**src/rtl/maze_pkg.sv**
```systemverilog
// Shared definitions for the maze game blocks (carver, player, renderer).
// Contents:
//   GRID_DEFAULT - default maze side length in cells
//   state_t      - player game state encoding (IDLE, PLAY, WON)
//   dir_t        - move direction codes (UP=00, LEFT=01, DOWN=10, RIGHT=11)
package maze_pkg;

    localparam int GRID_DEFAULT = 16;

    typedef enum logic [1:0] {
        ST_IDLE = 2'b00,
        ST_PLAY = 2'b01,
        ST_WON  = 2'b10
    } state_t;

    typedef enum logic [1:0] {
        DIR_UP    = 2'b00,
        DIR_LEFT  = 2'b01,
        DIR_DOWN  = 2'b10,
        DIR_RIGHT = 2'b11
    } dir_t;

endpackage

```
**src/rtl/maze_player_if.sv**
```systemverilog
// Maze description bus from the carver to its consumers.
// Signals:
//   maze_ready  - level, carver has finished the maze
//   maze_data   - GRID*GRID cell map, bit x+GRID*y, 1 = open, 0 = wall
//   maze_width  - active maze width in cells (1..16)
//   maze_height - active maze height in cells (1..16)
//   finish_x/y  - goal cell
// Modports: master (carver side, drives), slave (player side, samples).
interface maze_player_if
    import maze_pkg::*;
#(
    parameter int GRID = GRID_DEFAULT
);

    logic                   maze_ready;
    logic [GRID*GRID-1:0]   maze_data;
    logic [4:0]             maze_width;
    logic [4:0]             maze_height;
    logic [3:0]             finish_x;
    logic [3:0]             finish_y;

    modport master (
        output maze_ready, maze_data, maze_width, maze_height, finish_x, finish_y
    );

    modport slave (
        input  maze_ready, maze_data, maze_width, maze_height, finish_x, finish_y
    );

endinterface

```
**src/rtl/maze_player_btn_repeat.sv**
```systemverilog
// btn_repeat: rising-edge detector with hold-to-repeat for one button.
// Ports:
//   clk, rst_n   - clock, asynchronous active-low reset
//   btn          - synchronous, debounced, active-high button
//   repeat_time  - cycles between repeats minus one (0 = every cycle)
//   req          - one-cycle move request (combinational from btn + state)
module btn_repeat (
    input  logic        clk,
    input  logic        rst_n,
    input  logic        btn,
    input  logic [25:0] repeat_time,
    output logic        req
);

    logic        armed;
    logic        prev;
    logic        active;
    logic [25:0] cnt;
    logic        rise;
    logic        hold_fire;

    // armed stays low for the first cycle after reset so a button that was
    // already held through reset is absorbed into prev instead of looking
    // like a fresh edge. Repeats only follow a hold that began with a real edge.
    always_comb begin
        rise      = armed && btn && !prev;
        hold_fire = active && btn && prev && (cnt == repeat_time);
        req       = rise || hold_fire;
    end

    // Counter restarts on every request and on release, so a repeat fires
    // repeat_time+1 cycles after the previous request.
    always_ff @(posedge clk or negedge rst_n) begin
        if (!rst_n) begin
            armed  <= 1'b0;
            prev   <= 1'b0;
            active <= 1'b0;
            cnt    <= '0;
        end else begin
            armed <= 1'b1;
            prev  <= btn;
            if (!btn) begin
                active <= 1'b0;
                cnt    <= '0;
            end else if (rise) begin
                active <= 1'b1;
                cnt    <= '0;
            end else if (hold_fire) begin
                cnt <= '0;
            end else if (active) begin
                cnt <= cnt + 26'd1;
            end
        end
    end

endmodule

```
**src/rtl/maze_player.sv**
```systemverilog
// maze_player: moves the player through a snapshot of the carved maze.
// Ports:
//   clk, rst_n          - clock, asynchronous active-low reset
//   new_game            - one-cycle pulse, aborts current game (back to IDLE)
//   maze                - maze description bus (slave side)
//   btn_up/down/left/right - debounced buttons, edge + hold-repeat
//   repeat_time         - hold-repeat interval in cycles
//   player_x/player_y   - current player cell (registered)
//   playing, won        - registered state flags
//   move_count          - accepted moves this game, saturating
module maze_player
    import maze_pkg::*;
#(
    parameter int GRID  = GRID_DEFAULT,
    parameter int CNT_W = 10
) (
    input  logic             clk,
    input  logic             rst_n,
    input  logic             new_game,
    maze_player_if.slave     maze,
    input  logic             btn_up,
    input  logic             btn_down,
    input  logic             btn_left,
    input  logic             btn_right,
    input  logic [25:0]      repeat_time,
    output logic [3:0]       player_x,
    output logic [3:0]       player_y,
    output logic             playing,
    output logic             won,
    output logic [CNT_W-1:0] move_count
);

    localparam int CELLS = GRID * GRID;
    localparam int IDX_W = (CELLS > 1) ? $clog2(CELLS) : 1;

    state_t           state;
    state_t           state_next;
    logic [CELLS-1:0] snap_data;
    logic [4:0]       snap_w;
    logic [4:0]       snap_h;
    logic [3:0]       snap_fx;
    logic [3:0]       snap_fy;
    logic             req_up;
    logic             req_down;
    logic             req_left;
    logic             req_right;
    logic             have_req;
    dir_t             dir;
    logic [4:0]       tx;
    logic [4:0]       ty;
    logic             in_bounds;
    logic [IDX_W-1:0] cell_idx;
    logic             at_finish;
    logic             move_ok;

    btn_repeat u_rep_up    (.clk(clk), .rst_n(rst_n), .btn(btn_up),    .repeat_time(repeat_time), .req(req_up));
    btn_repeat u_rep_down  (.clk(clk), .rst_n(rst_n), .btn(btn_down),  .repeat_time(repeat_time), .req(req_down));
    btn_repeat u_rep_left  (.clk(clk), .rst_n(rst_n), .btn(btn_left),  .repeat_time(repeat_time), .req(req_left));
    btn_repeat u_rep_right (.clk(clk), .rst_n(rst_n), .btn(btn_right), .repeat_time(repeat_time), .req(req_right));

    // Pick one request (up > left > down > right) and evaluate its target.
    // Targets use 5 bits so stepping off the 0 edge becomes 31 and stepping
    // off 15 becomes 16; both fail the bounds test instead of wrapping.
    // No moves once the player sits on the goal: the WON transition follows.
    always_comb begin
        have_req = 1'b1;
        dir      = DIR_UP;
        if (req_up)         dir = DIR_UP;
        else if (req_left)  dir = DIR_LEFT;
        else if (req_down)  dir = DIR_DOWN;
        else if (req_right) dir = DIR_RIGHT;
        else                have_req = 1'b0;

        tx = {1'b0, player_x};
        ty = {1'b0, player_y};
        unique case (dir)
            DIR_UP:    ty = ty - 5'd1;
            DIR_DOWN:  ty = ty + 5'd1;
            DIR_LEFT:  tx = tx - 5'd1;
            DIR_RIGHT: tx = tx + 5'd1;
        endcase

        in_bounds = (tx < snap_w) && (ty < snap_h)
                    && (int'(tx) < GRID) && (int'(ty) < GRID);
        cell_idx  = IDX_W'(int'(ty) * GRID + int'(tx));
        at_finish = (player_x == snap_fx) && (player_y == snap_fy);
        move_ok   = have_req && (state == ST_PLAY) && !at_finish
                    && in_bounds && snap_data[cell_idx];
    end

    // Next-state logic; new_game overrides everything else.
    // Starting on the goal cell skips PLAY entirely.
    always_comb begin
        state_next = state;
        unique case (state)
            ST_IDLE: begin
                if (maze.maze_ready) begin
                    if (maze.finish_x == 4'd0 && maze.finish_y == 4'd0)
                        state_next = ST_WON;
                    else
                        state_next = ST_PLAY;
                end
            end
            ST_PLAY: begin
                if (at_finish)
                    state_next = ST_WON;
            end
            ST_WON:  state_next = ST_WON;
            default: state_next = ST_IDLE;
        endcase
        if (new_game)
            state_next = ST_IDLE;
    end

    always_ff @(posedge clk or negedge rst_n) begin
        if (!rst_n) begin
            state   <= ST_IDLE;
            playing <= 1'b0;
            won     <= 1'b0;
        end else begin
            state   <= state_next;
            playing <= (state_next == ST_PLAY);
            won     <= (state_next == ST_WON);
        end
    end

    // Snapshot is taken on game start and never touched again until the
    // next start, so later carver activity cannot disturb a running game.
    // Position is kept across WON and IDLE.
    always_ff @(posedge clk or negedge rst_n) begin
        if (!rst_n) begin
            snap_data  <= '0;
            snap_w     <= '0;
            snap_h     <= '0;
            snap_fx    <= '0;
            snap_fy    <= '0;
            player_x   <= '0;
            player_y   <= '0;
            move_count <= '0;
        end else if (new_game) begin
            move_count <= move_count;
        end else if (state == ST_IDLE && maze.maze_ready) begin
            snap_data  <= maze.maze_data;
            snap_w     <= maze.maze_width;
            snap_h     <= maze.maze_height;
            snap_fx    <= maze.finish_x;
            snap_fy    <= maze.finish_y;
            player_x   <= '0;
            player_y   <= '0;
            move_count <= '0;
        end else if (move_ok) begin
            player_x <= tx[3:0];
            player_y <= ty[3:0];
            if (move_count != '1)
                move_count <= move_count + 1'b1;
        end
    end

endmodule

```
**src/flat_wrapper.sv**
```systemverilog
// flat-port wrapper written by rule: the top's interface ports become plain ports
module maze_player_flat import maze_pkg::*;
#(
    parameter int GRID  = GRID_DEFAULT,
    parameter int CNT_W = 10
)
  (clk, rst_n, new_game, btn_up, btn_down, btn_left, btn_right, repeat_time, player_x, player_y, playing, won, move_count, maze_maze_ready, maze_maze_data, maze_maze_width, maze_maze_height, maze_finish_x, maze_finish_y);
  maze_player_if #(.GRID(GRID)) maze_i ();
  input  logic clk;
  input  logic rst_n;
  input  logic new_game;
  input  logic btn_up;
  input  logic btn_down;
  input  logic btn_left;
  input  logic btn_right;
  input  logic [25:0] repeat_time;
  output logic [3:0] player_x;
  output logic [3:0] player_y;
  output logic playing;
  output logic won;
  output logic [CNT_W-1:0] move_count;
  input wire logic [$bits(maze_i.maze_ready)-1:0] maze_maze_ready;
  input wire logic [$bits(maze_i.maze_data)-1:0] maze_maze_data;
  input wire logic [$bits(maze_i.maze_width)-1:0] maze_maze_width;
  input wire logic [$bits(maze_i.maze_height)-1:0] maze_maze_height;
  input wire logic [$bits(maze_i.finish_x)-1:0] maze_finish_x;
  input wire logic [$bits(maze_i.finish_y)-1:0] maze_finish_y;
  assign maze_i.maze_ready = maze_maze_ready;
  assign maze_i.maze_data = maze_maze_data;
  assign maze_i.maze_width = maze_maze_width;
  assign maze_i.maze_height = maze_maze_height;
  assign maze_i.finish_x = maze_finish_x;
  assign maze_i.finish_y = maze_finish_y;
  maze_player #(.GRID(GRID), .CNT_W(CNT_W)) u_core (.clk(clk), .rst_n(rst_n), .new_game(new_game), .maze(maze_i), .btn_up(btn_up), .btn_down(btn_down), .btn_left(btn_left), .btn_right(btn_right), .repeat_time(repeat_time), .player_x(player_x), .player_y(player_y), .playing(playing), .won(won), .move_count(move_count));
endmodule
```
**config.mk**
```make
export PLATFORM = sky130hd
export DESIGN_NAME = maze_player_flat
export DESIGN_NICKNAME = d
export VERILOG_FILES = /design/src/rtl/maze_pkg.sv /design/src/rtl/maze_player_if.sv /design/src/rtl/maze_player_btn_repeat.sv /design/src/rtl/maze_player.sv /design/src/flat_wrapper.sv
export SDC_FILE = /design/constraint.sdc
export NUM_CORES = 1
export LEC_CHECK = 0
export BUFFER_PORTS_ARGS = -buffer_cell sky130_fd_sc_hd__buf_2
export CAP_MARGIN = 20
export CORE_UTILIZATION = 58
export DETAILED_ROUTE_END_ITERATION = 7
export GPL_ROUTABILITY_DRIVEN = 0
export PLACE_DENSITY = 0.92
export SYNTH_ARGS = -nofsm -noshare
export SYNTH_HDL_FRONTEND = slang
export SYNTH_SLANG_ARGS = --single-unit
```
**constraint.sdc**
```tcl
create_clock -name clk -period 6.4 [get_ports clk]
set_input_delay 1.92 -clock clk [delete_from_list [all_inputs] [get_ports clk]]
set_output_delay 1.92 -clock clk [all_outputs]
set_load 0.01 [all_outputs]
```
* After elaboration in Yosys (flattened, before gate mapping)
Index checks and enable logic that the tools add are counted.
** Cells by class
- Equality and inequality tests :: 22
- Reductions and logical operators :: 48
- Bitwise gates (word level) :: 1
- Add/sub/neg operators :: 10
- Mux-type cells :: 48
- $lt $le $gt $ge :: 5
** Operator list (count)
- 26-bit 2-to-1 mux :: 16
- 26-bit by 1-bit adder with 26-bit output, second input constant :: 4
- 26-bit equality test :: 4
- 1-bit logical AND :: 30
- 10-bit 2-to-1 mux :: 3
- 5-bit case mux with 2 select lines :: 2
- 2-bit 2-to-1 mux :: 8
- 4-bit 2-to-1 mux :: 4
- 4-bit by 1-bit != test with 1-bit output, second input constant :: 4
- 1-bit 2-to-1 mux :: 13
- 10-bit by 1-bit adder with 10-bit output, second input constant :: 1
- 4-bit by 1-bit adder with 5-bit output, second input constant :: 2
- 5-bit < comparator :: 2
- 5-bit < comparator, second input constant :: 2
- 10-bit != test, second input constant :: 1
- 4-bit by 1-bit subtractor with 5-bit output, second input constant :: 2
- 8-bit by 9-bit < comparator with 1-bit output, second input constant :: 1
- 8-bit by 5-bit adder with 8-bit output :: 1
- 1-bit binary-select mux with 8-bit select :: 1
- 2-bit equality test, second input constant :: 4
- 4-bit equality test :: 2
- 4-bit logical NOT :: 2
- 2-bit by 1-bit != test with 1-bit output, second input constant :: 4
- 2-bit by 1-bit equality test with 1-bit output, second input constant :: 3
- other kinds (8) :: 18
** Storage, ports and cells
- Input bits :: 308
- Logic and storage cells :: 158
- Register bits after elaboration :: 409

* Longest topological paths before layout
Gate-level depths: netlist (run 1).
- Depth after elaboration :: 18
- Gate-level depth with buffers :: 28
- Mapped depth without buffers :: 24

* Modules after synthesis
From an unflattened synthesis (run 1), not the netlist that was laid out.
** Second synthesis, totals
- Cells, all modules :: 2140
- Area total of the unflattened synthesis :: 22719.3 um^2
** Modules (own cells, without submodules)
- maze_player :: cells an instance 1406, area each 15765.1 um^2, times used 1
- btn_repeat at u_core.u_rep_down ... :: cells an instance 183, area each 1731.7 um^2, times used 3
- btn_repeat at u_core.u_rep_left :: cells an instance 185, area each 1759.2 um^2, times used 1

* Worst setup path after synthesis (run 1)
Ideal clock, no wire load.
- Path type :: in2reg
- Start :: input port repeat_time[22]
- End :: register u_core.move_count[9]
- Stages :: 26
- Required time :: 6.266 ns
- Arrival :: 6.814 ns
- Path slack :: -0.548 ns
- Cell sequence :: xor2_1 -> or4_1 -> nor4_1 -> a22oi_1 -> and2_1 -> nand2_1 -> fa_1 -> clkinv_1 -> nand3_1 -> o21ai_2 -> inv_2 -> buf_2 -> buf_2 -> ha_1 -> a21oi_1 -> nor2b_1 -> o21ai_0 -> nand3_1 -> nor4_1 -> nand2_1 -> nand2b_1 -> a31oi_1 -> a32oi_1 -> buf_2 -> a2111oi_1 -> nor3_1
** Between the ends
- Cells in the longest elaborated chain, start to end :: 17
- Elaborated cells on any way between the ends :: 42
** RTL lines
- start, declared :: RTL line flat_wrapper.sv:16 : input logic [25:0] repeat_time;
- parallel branches: the longest is 14 deep, another holds 8-bit by 5-bit adder with 8-bit output
- 1-bit logical AND (*) :: RTL line maze_player.sv:88 : && in_bounds && snap_data[cell_idx];
- 2-bit nonzero test (no source line) (*)
- 3-bit AND reduction (no source line) (*)
- end signal, assigned :: RTL line maze_player.sv:141 : move_count <= move_count;
- end signal, assigned :: RTL line maze_player.sv:155 : move_count <= move_count + 1'b1;
- end, declared :: RTL line maze_player.sv:30 : output logic [CNT_W-1:0] move_count
Mark *: on every way between the ends. The select of a mux whose other input is x is not followed.
A chain may end at the register's enable or synchronous reset.

* Worst setup path in the final report (run 1)
- Start :: input port repeat_time[21]
- End :: register u_core.move_count[3]
The elaborated chain is that of the path after synthesis.

==> results.ini, run 1 <==
[outcome]
outcome = finished, violations left
violations = setup timing

[timing]
clock_skew_ns = 0.03421
fmax_mhz = 152.3
slew_violations = 0
setup_violations = 14
max-slew-margin-rel_pct = 38.15
worst_slack_ns = -0.1667
final.setup.tns_ns = -1.171
rsz0062_at_grt = yes
final.min_clock_period_ns = 6.567
tightest_slew_ns = 0.9277
hold_viol = 0
fin_crit_sh_pct = 102.6

[hold_path]
min-delay-start = u_core.snap_data[183]
holdPathEnd = u_core.snap_data[183]
whs_path_depth = 2
hold_class = reg2reg

[detailed_routing]
first_pass_iters = 6
viasPerCell = 6.285
wl_um = 74240
dr_total_vias = 21336
drtAntennaViolNets = 0
drc = 0
drt_iter0_markers = 2890
avgRoutedWirePerCell_um = 21.87

[synthesis]
async_flop_share_pct = 100.0
yosys_warnings = 0
yosysSeqAreaShare_pct = 47.53
synth_largest_area_cell = dfrtp_1
ys_ff_latch = 409
synth_edf_count = 0
yosys.area.top_type_share_pct = 47.53
netlist_top_cells_area = dfrtp_1, nand2_1, xor2_1, xnor2_1, mux2i_1
syn_inst = 2483
syn_area_per_cell_um2 = 8.672
syn-num-nets = 2814
syn-cell-area_um2 = 21530
synth_ff_type = dfrtp_1
synth_cell_types = 77

[cells_and_area]
multi_input_area_um2 = 11170
area_growth_pct = 24.17
num-nets-final = 3225
seqCellArea_um2 = 10240
fill_cells = 2325
drive_above_1_share_pct = 23.02

[setup_path]
cp_max_fo = 6
path_cells = buf_2 > buf_4 > xnor2_1 > nand4_1 > nor4_4 > a22oi_2 > nor2_2 > nand2_4 > fa_2 > buf_4 > mux4_2 > mux2_2 > and3_1 > o21ai_0 > o2111ai_1 > a31oi_1 > a21oi_2 > a32oi_4 > buf_6 > clkbuf_16 > nor4_1 > a211o_1
critPathMaxStageDelay_ns = 0.69
critPathTopFamily = compound AO/OA/AOI/OAI gates
r2r_start = u_core.u_rep_up.active
rr_worst_depth = 25
cp.required_ns = 6.86
cp.arrival_ns = 7.03
cp_common_cell = buf_4
path_class = in2reg
cp.buffers_inverters = 5
timing.rr.end = u_core.move_count[3]
cp-end-kind = register
slowest_stage = fa_2
start_kind = input port
r2r_slack_ns = 0.68

[power_and_ir_drop]
seqPwrFrac_pct = 44.0
ir_worst_vdd_v = 0.0002539
clkPwrFrac_pct = 33.6
powerDensity_nw_per_um2 = 292.6
p_sw_uw = 2465
switching_share_pct = 31.51
pwr-share-comb_pct = 22.4
p_leak_uw = 0.01341
p_int_uw = 5357

[clocking]
cts.root.buffer_cell = clkbuf_16
cts_sinks = 409
path_clk_slew_ns = 0.06
postCtsHoldBufs = 0
cts_buffer_depth = 3
h-tree-depth = 2
cts_tree = built
clk_latency_ns = 0.60
cts_buffers = 44

[floorplan]
die_w_um = 194.7
ioPinCount = 328
die_y_um = 194.7
die_area_um2 = 37900
core_area_um2 = 36610
start_util_pct = 58.82
rows = 70

[placed_design]
detailedPlace.worstSlack_ns = -0.6193
hpwl_um = 48990
port_buffers = 327

[grt]
track_usage_pct = 37.55
antenna_found_initial = 3
grt_pass1_wl_um = 111200
grt_max_degree = 141
grt_overflow = 0
grt_pass1_vias = 20927

[flow_run]
cap_viol_max_count = 0

[worst max-delay path by stage]
stage	start	end	cells after the start
3_3_place_gp	repeat_time[7]	u_core.move_count[3]	26
4_1_cts	repeat_time[22]	u_core.move_count[3]	26
5_1_grt	repeat_time[22]	u_core.move_count[3]	26
2_1_floorplan	repeat_time[7]	u_core.move_count[9]	26
3_5_place_dp	repeat_time[17]	u_core.move_count[3]	22
6_report	repeat_time[21]	u_core.move_count[3]	22
[final cells by class]
| class | count | share of cell area (%) |
|---|---|---|
| inverters | 28 | 0.4118 |
| multi-input cells | 1924 | 41.78 |
| well taps | 468 | 2.190 |
| clock buffers | 62 | 4.792 |
| repair buffers | 487 | 11.81 |
| clock inverters | 14 | 0.6926 |
| flip-flops and latches | 409 | 38.29 |
| diodes | 3 | 0.02808 |
[flip-flops by register name, summed over array words and instances, names as in the netlist, 2 cells and up]
| signal | flops |
|---|---|
| u_core.snap_data | 256 |
| u_core.u_rep_down.cnt | 26 |
| u_core.u_rep_left.cnt | 26 |
| u_core.u_rep_right.cnt | 26 |
| u_core.u_rep_up.cnt | 26 |
| u_core.move_count | 10 |
| u_core.snap_h | 5 |
| u_core.snap_w | 5 |
| u_core.player_x | 4 |
| u_core.player_y | 4 |
| u_core.snap_fx | 4 |
| u_core.snap_fy | 4 |
| u_core.state | 2 |
[what timing repair did]
item | 4_1_cts | 5_1_grt
pin swaps | 0 | 26
hold endpoints to repair | 0 | 0
endpoints found under the setup margin | 8 | 18
setup buffers | 0 | 11
resized for setup | 2 | 94
cloned | 0 | 3
[logic make-up after synthesis]
logic type,synth area share (%)
AO/OA/AOI/OAI,6.392
flip-flops,47.53
buffers and inverters,3.085
adder cells (fa/ha/maj),1.406
other,0.01742
AND/OR/NAND/NOR,27.05
multiplexers,5.933
XOR/XNOR,8.582
[cell usage in the layout (no fill, tap or decap), types with 23 or more instances in the layout]
cell	count
and3_1	40
buf_2	323
buf_4	131
clkbuf_16	48
dfrtp_1	407
inv_1	23
mux2i_1	60
nand2_1	967
nand3_1	85
nand4_1	45
nor2_1	137
o21ai_0	26
xnor2_1	83
xor2_1	125
[cell usage after synthesis, types with 19 or more instances]
| library cell | n |
|---|---|
| inv_1 | 23 |
| dfrtp_1 | 409 |
| mux4_2 | 21 |
| xor2_1 | 126 |
| clkbuf_1 | 76 |
| mux2i_1 | 61 |
| nand4_1 | 45 |
| xnor2_1 | 85 |
| o21ai_0 | 29 |
| nor4_1 | 19 |
| nand2_1 | 972 |
| a21oi_1 | 28 |
| ha_1 | 21 |
| nor2_1 | 142 |
| and3_1 | 40 |
| nor3_1 | 22 |
| nand3_1 | 91 |
[worst register-to-register path: stages (launching register included)]
cell       delay [ns]
dfrtp_1          0.62
nand3_2          0.23
or4_4            0.54
nor4_4           0.28
a22oi_2          0.10
and2_4           0.18
nand2_4          0.09
buf_6            0.11
ha_4             0.19
a21o_1           0.17
a21o_1           0.21
nor2_1           0.22
o21a_4           0.21
ha_4             0.24
buf_6            0.14
buf_4            0.13
and3_1           0.13
o21ai_0          0.18
o2111ai_1        0.19
a31oi_1          0.25
a21oi_2          0.11
a32oi_4          0.37
buf_6            0.20
clkbuf_16        0.16
nor4_1           0.05
a211o_1          0.28
[power groups by stage]
stage | Combinational [uW] | Sequential [uW] | Clock [uW]
6_report | 1750 | 3440 | 2630
5_1_grt | 1910 | 3480 | 2740
4_1_cts | 1620 | 3410 | 2630
3_5_place_dp | 1590 | 3450 | 0
3_3_place_gp | 1520 | 3410 | 0
2_1_floorplan | 992 | 3340 | 0
[metrics by stage]
step	instance area, um^2	cells	power, uW	hold slack (ns)	utilization [%]
floorplan	21660	2483	4329	0.4379	-
global placement	24610	3301	4928	0.4530	67.23
detailed placement	24610	3301	5041	0.4571	67.23
CTS	26090	3377	7662	0.4722	71.25
global route	26740	3395	8124	0.4923	73.03
finish	26740	3395	7822	0.4694	73.03
[per-layer routing]
metal	share of wire (%)	up-vias	track usage, %
li1	-	9082	-
met1	36	10142	47.04
met2	46	1673	59.03
met3	12	439	9.283
met4	6.9	0	22.69
met5	0	-	0
No activity file was read; power rests on OpenSTA's default activity.
==> run 2, diff against run 1 <==
--- a/constraint.sdc
+++ b/constraint.sdc
@@ -3,2 +3,2 @@
 set_output_delay 1.92 -clock clk [all_outputs]
-set_load 0.01 [all_outputs]
+set_load 0.02 [all_outputs]
==> run 2 against run 1 <==
  * The run still ends with setup timing left
  * Via count grew 0.94%
  * Fmax shrank 2.2%
  * Final area grew 0.31%
  * Combinational power is essentially flat
  * Routed wire length rose by 0.90%
  * Flip-flop and latch count is the same
  * Critical path depth rose by 3
  * Cell count increased by 0.41%
  * Register-to-register slack got worse by 0.07 ns
  * Critical path type unchanged
  * Largest power group unchanged
==> results.ini, run 2 (synthesis gave the netlist of run 1 again) <==
[clocking]
h-tree-depth = 2
path_clk_slew_ns = 0.06
cts_buffer_depth = 3
postCtsHoldBufs = 0
cts_buffers = 44
cts_sinks = 409
cts.root.buffer_cell = clkbuf_16
cts_tree = built
clk_latency_ns = 0.59

[detailed_routing]
first_pass_iters = 8
drc = 0
wl_met1_um = 25900
viasPerCell = 6.318
met3WireLength_um = 9144
wl_um = 74900
avgRoutedWirePerCell_um = 21.97
drt_iter0_markers = 2774
wl_met2_um = 33990
dr_total_vias = 21537
top_layer = met5
drtAntennaViolNets = 0

[setup_path]
critPathTopFamily = simple AND/OR/NAND/NOR gates
path_class = in2reg
slowest_stage = or4_4
cp.required_ns = 6.86
start_kind = input port
critPathMaxStageDelay_ns = 0.54
cp-end-kind = register
cp.buffers_inverters = 4
cp_max_fo = 10
cp.arrival_ns = 7.18

[cells_and_area]
layout_commonest_cell = nand2_1
utilization_pct = 73.26
area_growth_pct = 24.55
largest_reg_flops = 256
drive_above_1_share_pct = 23.28
stdcell_area_um2 = 26820
top_register = u_core.snap_data
mostFrequentLayoutCells = nand2_1, dfrtp_1, buf_2, buf_4, nor2_1
num-nets-final = 3235

[grt]
grt_pass1_vias = 21126
grt_pass1_wl_um = 113000
track_usage_pct = 38.18
grt_overflow = 0
antenna_found_initial = 5
grt_max_degree = 141

[timing]
slew_violations = 0
max-slew-margin-rel_pct = 36.57
setup_violations = 18
final.min_clock_period_ns = 6.713
whs_ns = 0.4726
hold_viol = 0
worst_slack_ns = -0.3127
tightest_slew_ns = 0.9514
rsz0062_at_grt = yes
fmax_mhz = 149.0
final.setup.tns_ns = -3.381
fin_crit_sh_pct = 104.9
clock_skew_ns = 0.02021

[floorplan]
start_util_pct = 58.82
core_area_um2 = 36610
die_w_um = 194.7
die_area_um2 = 37900
rows = 70
ioPinCount = 328
die_y_um = 194.7

[power_and_ir_drop]
powerDensity_nw_per_um2 = 293.3
p_leak_uw = 0.01350
ir_worst_vdd_v = 0.0002563

[hold_path]
hold_class = reg2reg

[placed_design]
place_area_um2 = 24740
detailedPlace.worstSlack_ns = -0.5144
hpwl_um = 48990
port_buffers = 327

[flow_run]
cap_viol_max_count = 0

[outcome]
violations = setup timing
outcome = finished, violations left

run 2: path summary, 6_finish.rpt:
check	endpoint	slack, ns	cells after the start	start
setup / recovery	u_core.move_count[3]	-0.31	25	repeat_time[9]
hold / removal	u_core.snap_data[135]	0.47	2	u_core.snap_data[135]
setup reg to reg	u_core.move_count[3]	0.61	24	u_core.u_rep_up.cnt[22]
hold reg to reg	u_core.snap_data[135]	0.47	2	u_core.snap_data[135]
max in group asynchronous	u_core.snap_data[182]	3.73	2	rst_n
min in group asynchronous	u_core.u_rep_down.cnt[9]	1.35	1	rst_n
run 2: layout make-up:
| cell class | instances | area (um^2) |
|---|---|---|
| clock inverter | 17 | 195.2 |
| multi-input combinational | 1924 | 11130 |
| antenna | 3 | 7.507 |
| sequential | 409 | 10240 |
| timing repair buffer | 497 | 3248 |
| tap | 468 | 585.6 |
| fill | 2243 | 9791 |
| clock buffer | 63 | 1304 |
| inverter | 28 | 110.1 |
run 2: stage by stage:
step                power [uW]  cells
floorplan                 4336   2483
global placement          4944   3309
detailed placement        5057   3309
CTS                       7737   3389
global route              8176   3408
finish                    7867   3409
run 2: routing by layer:
metal / vias to the layer above / track usage, %
met5: - / 0
met4: 4 / 24.13
met3: 564 / 10.45
met2: 1781 / 59.30
met1: 10078 / 47.36
li1: 9110 / -
run 2: worst min-delay path: cells and delay by family, from the launching register on:
family / cells / cell delay (ns)
simple gates: 2 / 0.10
flops: 1 / 0.34
run 2: what timing repair did:
action | 4_1_cts | 5_1_grt
buffers inserted | 0 | 15
resized for setup | 0 | 78
endpoints found under the setup margin | 0 | 18
run 2: report_power, final:
part	switching, uW	total [uW]	leakage [uW]	internal, uW
clock network	1090	2670	0.000747	1580
logic	1030	1760	0.00750	726
registers	369	3440	0.00526	3080
total	2490	7870	0.0135	5380
